File: src/rtl/debounce_pkg.sv
// Shared limits and sizing helpers for the debounce array.
package debounce_pkg;

  localparam int MAX_CH    = 16;
  localparam int MAX_HIST  = 32;
  localparam int MAX_SYNC  = 3;

  // Repeat counter must hold the larger of the two reload values.
  function automatic int cnt_width(input int delay, input int period);
    int m;
    m = (delay > period) ? delay : period;
    return $clog2(m + 1);
  endfunction

endpackage

File: src/rtl/debounce_channel.sv
// One debounce lane: synchroniser, shift-history hysteresis, edge pulses, auto-repeat.
module debounce_channel
  import debounce_pkg::*;
#(
  parameter int HIST_LEN      = 8,
  parameter int SYNC_STAGES   = 2,
  parameter int REPEAT_EN     = 0,
  parameter int REPEAT_DELAY  = 1000,
  parameter int REPEAT_PERIOD = 250
) (
  input  logic clk,
  input  logic reset,
  input  logic button,
  output logic debounced,
  output logic rise,
  output logic fall,
  output logic repeat_pulse
);

  logic                s;
  logic [HIST_LEN-1:0] hist;
  logic                all_one;
  logic                all_zero;

  generate
    if (SYNC_STAGES == 0) begin : g_nosync
      assign s = button;
    end else begin : g_sync
      logic [SYNC_STAGES-1:0] chain;
      always_ff @(posedge clk or posedge reset) begin
        if (reset) begin
          chain <= '0;
        end else begin
          chain[0] <= button;
          for (int i = 1; i < SYNC_STAGES; i++) chain[i] <= chain[i-1];
        end
      end
      assign s = chain[SYNC_STAGES-1];
    end
  endgenerate

  always_ff @(posedge clk or posedge reset) begin
    if (reset) hist <= '0;
    else       hist <= {hist[HIST_LEN-2:0], s};
  end

  assign all_one  = &hist;
  assign all_zero = ~|hist;

  // Mixed history holds the level; edge pulses share the level's update edge.
  always_ff @(posedge clk or posedge reset) begin
    if (reset) begin
      debounced <= 1'b0;
      rise      <= 1'b0;
      fall      <= 1'b0;
    end else begin
      rise <= all_one & ~debounced;
      fall <= all_zero & debounced;
      if (all_one)       debounced <= 1'b1;
      else if (all_zero) debounced <= 1'b0;
    end
  end

  generate
    if (REPEAT_EN != 0) begin : g_rpt
      localparam int CW = cnt_width(REPEAT_DELAY, REPEAT_PERIOD);
      logic [CW-1:0] cnt;

      // A pending fall (history all zeros) suppresses the pulse in the fall cycle.
      always_ff @(posedge clk or posedge reset) begin
        if (reset) begin
          cnt          <= '0;
          repeat_pulse <= 1'b0;
        end else if (all_one && !debounced) begin
          cnt          <= CW'(REPEAT_DELAY - 1);
          repeat_pulse <= 1'b0;
        end else if (debounced && !all_zero) begin
          if (cnt == '0) begin
            cnt          <= CW'(REPEAT_PERIOD - 1);
            repeat_pulse <= 1'b1;
          end else begin
            cnt          <= cnt - CW'(1);
            repeat_pulse <= 1'b0;
          end
        end else begin
          cnt          <= '0;
          repeat_pulse <= 1'b0;
        end
      end
    end else begin : g_norpt
      assign repeat_pulse = 1'b0;
    end
  endgenerate

endmodule

File: src/rtl/debounce_array.sv
// N_CH independent debounce lanes for a bank of raw button/switch inputs.
module debounce_array
  import debounce_pkg::*;
#(
  parameter int N_CH          = 4,
  parameter int HIST_LEN      = 8,
  parameter int SYNC_STAGES   = 2,
  parameter int REPEAT_EN     = 0,
  parameter int REPEAT_DELAY  = 1000,
  parameter int REPEAT_PERIOD = 250
) (
  input  logic            clk,
  input  logic            reset,
  input  logic [N_CH-1:0] button,
  output logic [N_CH-1:0] debounced,
  output logic [N_CH-1:0] rise,
  output logic [N_CH-1:0] fall,
  output logic [N_CH-1:0] repeat_pulse
);

  generate
    for (genvar i = 0; i < N_CH; i++) begin : g_ch
      debounce_channel #(
        .HIST_LEN      (HIST_LEN),
        .SYNC_STAGES   (SYNC_STAGES),
        .REPEAT_EN     (REPEAT_EN),
        .REPEAT_DELAY  (REPEAT_DELAY),
        .REPEAT_PERIOD (REPEAT_PERIOD)
      ) u_ch (
        .clk          (clk),
        .reset        (reset),
        .button       (button[i]),
        .debounced    (debounced[i]),
        .rise         (rise[i]),
        .fall         (fall[i]),
        .repeat_pulse (repeat_pulse[i])
      );
    end
  endgenerate

endmodule

File: config.mk
export PLATFORM = sky130hd
export DESIGN_NAME = debounce_array
export DESIGN_NICKNAME = d
export VERILOG_FILES = /design/src/rtl/debounce_pkg.sv /design/src/rtl/debounce_channel.sv /design/src/rtl/debounce_array.sv
export SDC_FILE = /design/constraint.sdc
export NUM_CORES = 1
export LEC_CHECK = 0
export ABC_AREA = 0
export ABC_CLOCK_PERIOD_IN_PS = 1400
export BUFFER_PORTS_ARGS = -buffer_cell sky130_fd_sc_hd__buf_2
export CAP_MARGIN = 20
export CELL_PAD_IN_SITES_DETAIL_PLACEMENT = 0
export CELL_PAD_IN_SITES_GLOBAL_PLACEMENT = 1
export CORE_UTILIZATION = 40
export DETAILED_ROUTE_END_ITERATION = 10
export PLACE_DENSITY_LB_ADDON = 0.3
export SETUP_SLACK_MARGIN = 0.4
export SYNTH_ARGS = -nofsm -noshare
export SYNTH_HDL_FRONTEND = slang
export SYNTH_SLANG_ARGS = --single-unit
File: constraint.sdc
create_clock -name clk -period 1.4 [get_ports clk]
set_input_delay 0.07 -clock clk [delete_from_list [all_inputs] [get_ports clk]]
set_output_delay 0.07 -clock clk [all_outputs]
set_load 0.01 [all_outputs]
==> flow_summary_export.csv, run 1 <==
group,metric,value,unit
status,outcome,"finished, final reports clean",
synth,synth.avg_cell_area,16.5,um^2
final_layout,nFillCells,366,
route,dr.pass1.iters,2,
cts,tritoncts.num_buffers,5,
final_layout,final_common_cell,"dfrtp_1",
global_route,antenna_found_initial,0,
final_layout,most-common-layout-cells,"dfrtp_1, buf_2, nand4_1, buf_4, clkbuf_8",
final_layout,drive_gt1_share,32.3,%
floorplan,die_x,66.9,um
setup_path,path_delay_family,"simple AND/OR/NAND/NOR gates",
cts,h-tree-depth,2,
floorplan,start_util,41.8,%
synth,synth_cells,102,
timing,fin_skew,0.00543,ns
power_and_ir_drop,irDropWorstVdd,0.000785,V
cts,clk-insertion-delay-late,0.30,ns
route,wl_per_cell,12.3,um
placement,port_buffers,17,
timing,min_period_over_period,74.8,%
cts,clockBufferDepth,2,
timing,hold_violations,0,
timing,finalSetupTns,0,ns
setup_path,crit_arrival,1.23,ns
route,ant_nets,0,
final_layout,layout.nets,132,
power_and_ir_drop,p_sw_share,21.9,%
floorplan,rows,23,
power_and_ir_drop,power_density,1320,nW/um^2
timing,fin_crit,1.05,ns
synth,yosys.cell_types.count,11,
setup_path,path_max_fanout,2,
global_route,gr-total-overflow,0,
global_route,grt_pass1_wl,3.68,mm
timing,final.setup.worst_slack,0.353,ns
flow_run,maxCapViolations,0,
power_and_ir_drop,seqPwrFrac,62.8,%
route,wl,2.17,mm
cts,clock-root-buffer,"clkbuf_8",
setup_path,cp_slowest_cell,"dfrtp_1",
floorplan,die_h,66.9,um
cts,cts_tree,"built",
setup_path,worstPathCellList,"nor4_2 > nand2_1 > o2bb2ai_1",
setup_path,endpoint_kind,"flop",
cts,cts_sinks,52,
cts,clkTransAtPathRegs,0.08,ns
synth,synth-seq-area-share,77.3,%
route,viasPerCell,4.62,
placement,dp_slack,0.340,ns
final_layout,area_growth_syn_to_layout,17.0,%
synth,ys_seq_elements,52,
global_route,grt_max_degree,53,
synth,syn_area,1680,um^2
timing,fmax,955,MHz
placement,dpl.hpwl,1.32,mm
setup_path,slowest_delay,0.40,ns
setup_path,cp_num_buf_inv,0,
power_and_ir_drop,p_leak,0.000887,uW
timing,rsz0062_at_grt,"yes",
route,initialDrtViolationCount,19,
final_layout,n_antenna_cell,0,
floorplan,coreArea,4030,um^2
setup_path,cp-start-kind,"flop",
route,vias,818,
power_and_ir_drop,p_switching,572,uW
floorplan,io_pins,22,
placement,dp.cells,157,
synth,yosys_warnings,0,
route,route.detailed.drc,0,
global_route,first_global_vias,841,
min_path,hold_class,"reg -> reg",
power_and_ir_drop,pwr-share-clk,32.5,%
timing,setup_viol,0,
global_route,track_usage,11.9,%
power_and_ir_drop,p_int,2030,uW
power_and_ir_drop,comb_power_share,4.7,%
final_layout,final_cells,177,
setup_path,cp_data_required_time,1.59,ns
placement,routabilityCongestion,0.734,
timing,final-max-slew-violation-count,0,
timing,fin_hold_ws,0.352,ns
setup_path,worstSetupPathType,"reg -> reg",
floorplan,die_area,4470,um^2
-- timing repair --
item	4_1_cts	5_1_grt
gates resized for setup	0	3
setup endpoints to repair	6	8
gates cloned	0	0
endpoints found under the hold margin	56	0
pin swaps	6	4
buffers inserted	7	0
hold buffers	5	0
-- power groups by stage --
stage / clock network, uW / logic [uW] / registers, uW
3_5_place_dp: 0 / 96.0 / 1660
4_1_cts: 881 / 124 / 1630
5_1_grt: 940 / 137 / 1650
6_report: 848 / 123 / 1640
3_3_place_gp: 0 / 94.0 / 1660
2_1_floorplan: 0 / 85.5 / 1650
-- cells by family (layout without fill, tap and decap cells) --
| logic type | Yosys count | after routing | synth area share, % |
|---|---|---|---|
| DFF | 52 | 52 | 77.3 |
| and+or+nand+nor | 28 | 28 | 13.0 |
| buffers and inverters | 17 | 39 | 7.36 |
| other | 1 | 4 | 0.223 |
| AOI/OAI and AO/OA | 4 | 4 | 2.08 |
-- worst register-to-register path, cell delays in order (launching register included) --
cell       delay (ns)
dfrtp_1          0.40
nor4_2           0.32
nand2_1          0.09
o2bb2ai_1        0.13
-- routing by layer --
layer  global-route usage, %  share of wire (%)  vias up
met5                       0                  0        -
met4                    9.57                3.1        0
met3                    4.11                4.4        8
met2                    17.8                 49       21
met1                    13.6                 43      403
li1                        -                  -      386
-- final cells by class --
type | count | area [um^2] | share of cell area [%]
tap | 50 | 62.6 | 3.18
clock inverter | 1 | 7.51 | 0.381
inverter | 1 | 7.51 | 0.381
clock buffer | 7 | 86.3 | 4.39
multi-input combinational | 36 | 295 | 15.0
sequential | 52 | 1300 | 66.1
timing repair buffer | 30 | 208 | 10.6
-- worst paths after layout --
path	startpoint	to	slack, ns	depth (start not counted)
worst max register to register	g_ch[1].u_ch.hist[6]	g_ch[1].u_ch.debounced	0.35	3
min in group asynchronous	reset	g_ch[0].u_ch.fall	0.38	4
worst min register to register	g_ch[0].u_ch.g_sync.chain[1]	g_ch[0].u_ch.hist[0]	0.35	0
worst max-delay path	g_ch[1].u_ch.hist[6]	g_ch[1].u_ch.debounced	0.35	3
max in group asynchronous	reset	g_ch[1].u_ch.fall	0.80	4
worst min-delay path	g_ch[0].u_ch.g_sync.chain[1]	g_ch[0].u_ch.hist[0]	0.35	0
-- per-stage QoR --
step | power [uW] | cell area (um^2) | util (%)
global route | 2730 | 1970 | 48.9
floorplan | 1730 | 1700 | -
global placement | 1750 | 1750 | 43.3
CTS | 2640 | 1940 | 48.2
detailed placement | 1760 | 1750 | 43.3
finish | 2610 | 1970 | 48.9
-- synth_stat cells --
cell type / n / area (um^2)
nor3_1: 4 / 20.0
nand2_1: 4 / 15.0
dfrtp_1: 52 / 1300
o2bb2ai_1: 4 / 35.0
and3_1: 4 / 25.0
buf_4: 16 / 120
nand4_1: 8 / 50.1
inv_1: 1 / 3.75
nor4_2: 7 / 87.6
conb_1: 1 / 3.75
nor4_4: 1 / 21.3
-- registers in the layout, indices dropped and copies added, names as in the netlist --
name                    flops
g_ch.u_ch.hist             32
g_ch.u_ch.rise              4
g_ch.u_ch.debounced         4
g_ch.u_ch.fall              4
g_ch.u_ch.g_sync.chain      8
Power figures use the tool's default switching activity.
==> run 2, diff against run 1 <==
--- a/config.mk
+++ b/config.mk
@@ -6,7 +6,7 @@
 export NUM_CORES = 1
 export LEC_CHECK = 0
 export ABC_AREA = 0
-export ABC_CLOCK_PERIOD_IN_PS = 1400
+export ABC_CLOCK_PERIOD_IN_PS = 1100
 export BUFFER_PORTS_ARGS = -buffer_cell sky130_fd_sc_hd__buf_2
 export CAP_MARGIN = 20
 export CELL_PAD_IN_SITES_DETAIL_PLACEMENT = 0
==> constraint.sdc (replaced) <==
create_clock -name clk -period 1.1 [get_ports clk]
set_input_delay 0.055 -clock clk [delete_from_list [all_inputs] [get_ports clk]]
set_output_delay 0.055 -clock clk [all_outputs]
set_load 0.01 [all_outputs]
==> run 2 against run 1 <==
  * The flow now finishes with violations (negative hold slack)
  * Design area increased by 3.4%
  * Global-route usage up 1.2 points
  * Non-clock buffer count is 7 higher
  * Combinational power is 63% higher
  * Flip-flop and latch count did not move
  * Die area is the same
  * Final cell count increased by 4.0%
  * Core utilization up 1.7 points
==> flow_summary_export.csv, run 2 (same netlist as run 1, synthesis figures left out) <==
group,metric,value,unit
status,outcome,"finished with violations",
status,violations,"negative hold slack",
floorplan,die_area,4470,um^2
global_route,track_usage,13.1,%
floorplan,die_x,66.9,um
final_layout,most-common-layout-cells,"dfrtp_1, buf_2, buf_4, nand4_1, nor4_2",
route,wl,2.39,mm
placement,dp.cells,157,
timing,setup_viol,0,
final_layout,design_area,2040,um^2
cts,clk-insertion-delay-late,0.31,ns
cts,cts_sinks,52,
global_route,gr-total-overflow,0,
global_route,grt_pass1_wl,3.95,mm
timing,fin_skew,0.00609,ns
setup_path,worstPathCellList,"nor4_4 > nand2_1 > o2bb2ai_1",
setup_path,cp_num_buf_inv,0,
cts,cts_tree,"built",
setup_path,endpoint_kind,"flop",
timing,fin_hold_ws,-0.298,ns
setup_path,cp_slowest_cell,"dfrtp_1",
final_layout,layout.nets,139,
placement,place_area,1750,um^2
power_and_ir_drop,irDropWorstVdd,0.000832,V
final_layout,top_regs,"g_ch.u_ch.hist (32), g_ch.u_ch.g_sync.chain (8)",
placement,routabilityCongestion,0.672,
route,ant_nets,0,
timing,final-max-slew-violation-count,0,
final_layout,drive_gt1_share,38.8,%
placement,dpl.hpwl,1.41,mm
global_route,grt_most_used_layer,"met2",
global_route,antenna_found_initial,0,
setup_path,worstSetupPathType,"reg -> reg",
global_route,first_global_vias,924,
final_layout,final_cells,184,
global_route,grtUsageMet1,13.1,%
floorplan,coreArea,4030,um^2
floorplan,die_h,66.9,um
final_layout,n_antenna_cell,0,
setup_path,cp_data_required_time,1.30,ns
global_route,use_met3,4.11,%
setup_path,path_max_fanout,3,
cts,clkTransAtPathRegs,0.09,ns
flow_run,maxCapViolations,0,
global_route,gr-usage-met2,21.7,%
setup_path,slowest_delay,0.43,ns
power_and_ir_drop,p_leak,0.000933,uW
route,initialDrtViolationCount,12,
final_layout,final_common_cell,"dfrtp_1",
floorplan,start_util,41.8,%
cts,clockBufferDepth,2,
cts,clock-root-buffer,"clkbuf_8",
route,dr.pass1.iters,4,
cts,tritoncts.num_buffers,5,
floorplan,io_pins,22,
cts,postCtsHoldBufs,4,
route,wl_per_cell,13.0,um
final_layout,area_growth_syn_to_layout,21.0,%
route,viasPerCell,4.73,
power_and_ir_drop,p_total,3550,uW
placement,port_buffers,17,
timing,rsz0062_at_grt,"yes",
min_path,hold_class,"in -> async",
timing,fin_crit,1.06,ns
final_layout,regMostFlops,"g_ch.u_ch.hist",
timing,min_period_over_period,96.5,%
setup_path,cp-start-kind,"flop",
timing,hold_violations,52,
floorplan,rows,23,
setup_path,path_delay_family,"flip-flops",
timing,fmax,942,MHz
power_and_ir_drop,power_density,1740,nW/um^2
placement,dp_slack,0.0295,ns
route,route.detailed.drc,0,
timing,final.setup.worst_slack,0.0389,ns
final_layout,largest_reg_flops,32,
cts,h-tree-depth,2,
global_route,grt_max_degree,40,
route,vias,871,
setup_path,crit_arrival,1.26,ns
run 2: changes by cell type in the layout (fill, tap and decap cells not counted), moves of 2 or more:
cell and delta:
nor4_4 -2, nor3_2 +2, buf_6 +2, nor4_2 +2, nor3_1 -2, buf_4 +6
run 2: stage by stage:
step / hold slack (ns) / setup TNS (ns) / utilization, %
after CTS: -0.294 / 0 / 48.9
final: -0.298 / 0 / 50.5
after global placement: 0.0347 / 0 / 43.3
after detailed placement: 0.0441 / 0 / 43.3
after floorplan: 0.0864 / 0 / -
after global routing: -0.283 / -0.0326 / 50.5
run 2: area by class of cell:
type	instances	area (um^2)
clock buffers	5	68.8
multi-input cells	36	288
repair buffers	37	265
inverters	1	7.51
well taps	50	62.6
fillers	367	1990
clock inverters	3	42.5
flip-flops and latches	52	1300
run 2: timing repair:
| item | in CTS | in global routing |
|---|---|---|
| gates resized for setup | 0 | 5 |
| pin swaps | 9 | 5 |
| setup buffers | 10 | 5 |
| setup endpoints to repair | 24 | 24 |
| endpoints found under the hold margin | 17 | 13 |
run 2: final timing paths:
| path | start | end | slack (ns) | cells after the start |
|---|---|---|---|---|
| worst max-delay path | g_ch[2].u_ch.hist[5] | g_ch[2].u_ch.debounced | 0.04 | 3 |
| worst min-delay path | reset | g_ch[0].u_ch.hist[5] | -0.30 | 2 |
| worst max register to register | g_ch[2].u_ch.hist[5] | g_ch[2].u_ch.debounced | 0.04 | 3 |
| worst min register to register | g_ch[0].u_ch.g_sync.chain[0] | g_ch[0].u_ch.g_sync.chain[1] | 0.35 | 0 |
| max in group asynchronous | reset | g_ch[2].u_ch.hist[7] | 0.93 | 3 |
| min in group clk | g_ch[0].u_ch.g_sync.chain[0] | g_ch[0].u_ch.g_sync.chain[1] | 0.35 | 0 |
run 2: report_power, final:
part	switching (uW)	total [uW]	internal, uW	leakage [uW]
logic	97.1	201	104	0.000248
clock network	603	1280	673	0.0000541
registers	70.0	2070	2000	0.000631
total	770	3550	2780	0.000933
run 2: worst register-to-register path, cell delays in order (launching register included):
cell and delay, ns:
dfrtp_1 0.43, nor4_4 0.31, nand2_1 0.09, o2bb2ai_1 0.13
run 2: layer usage:
| metal | vias to the layer above | wire length (um) | part of all wire [%] |
|---|---|---|---|
| met5 | - | 0 | 0 |
| met1 | 444 | 937 | 39 |
| met2 | 21 | 1240 | 52 |
| met4 | 0 | 87 | 3.6 |
| li1 | 399 | - | - |
| met3 | 7 | 116 | 4.9 |
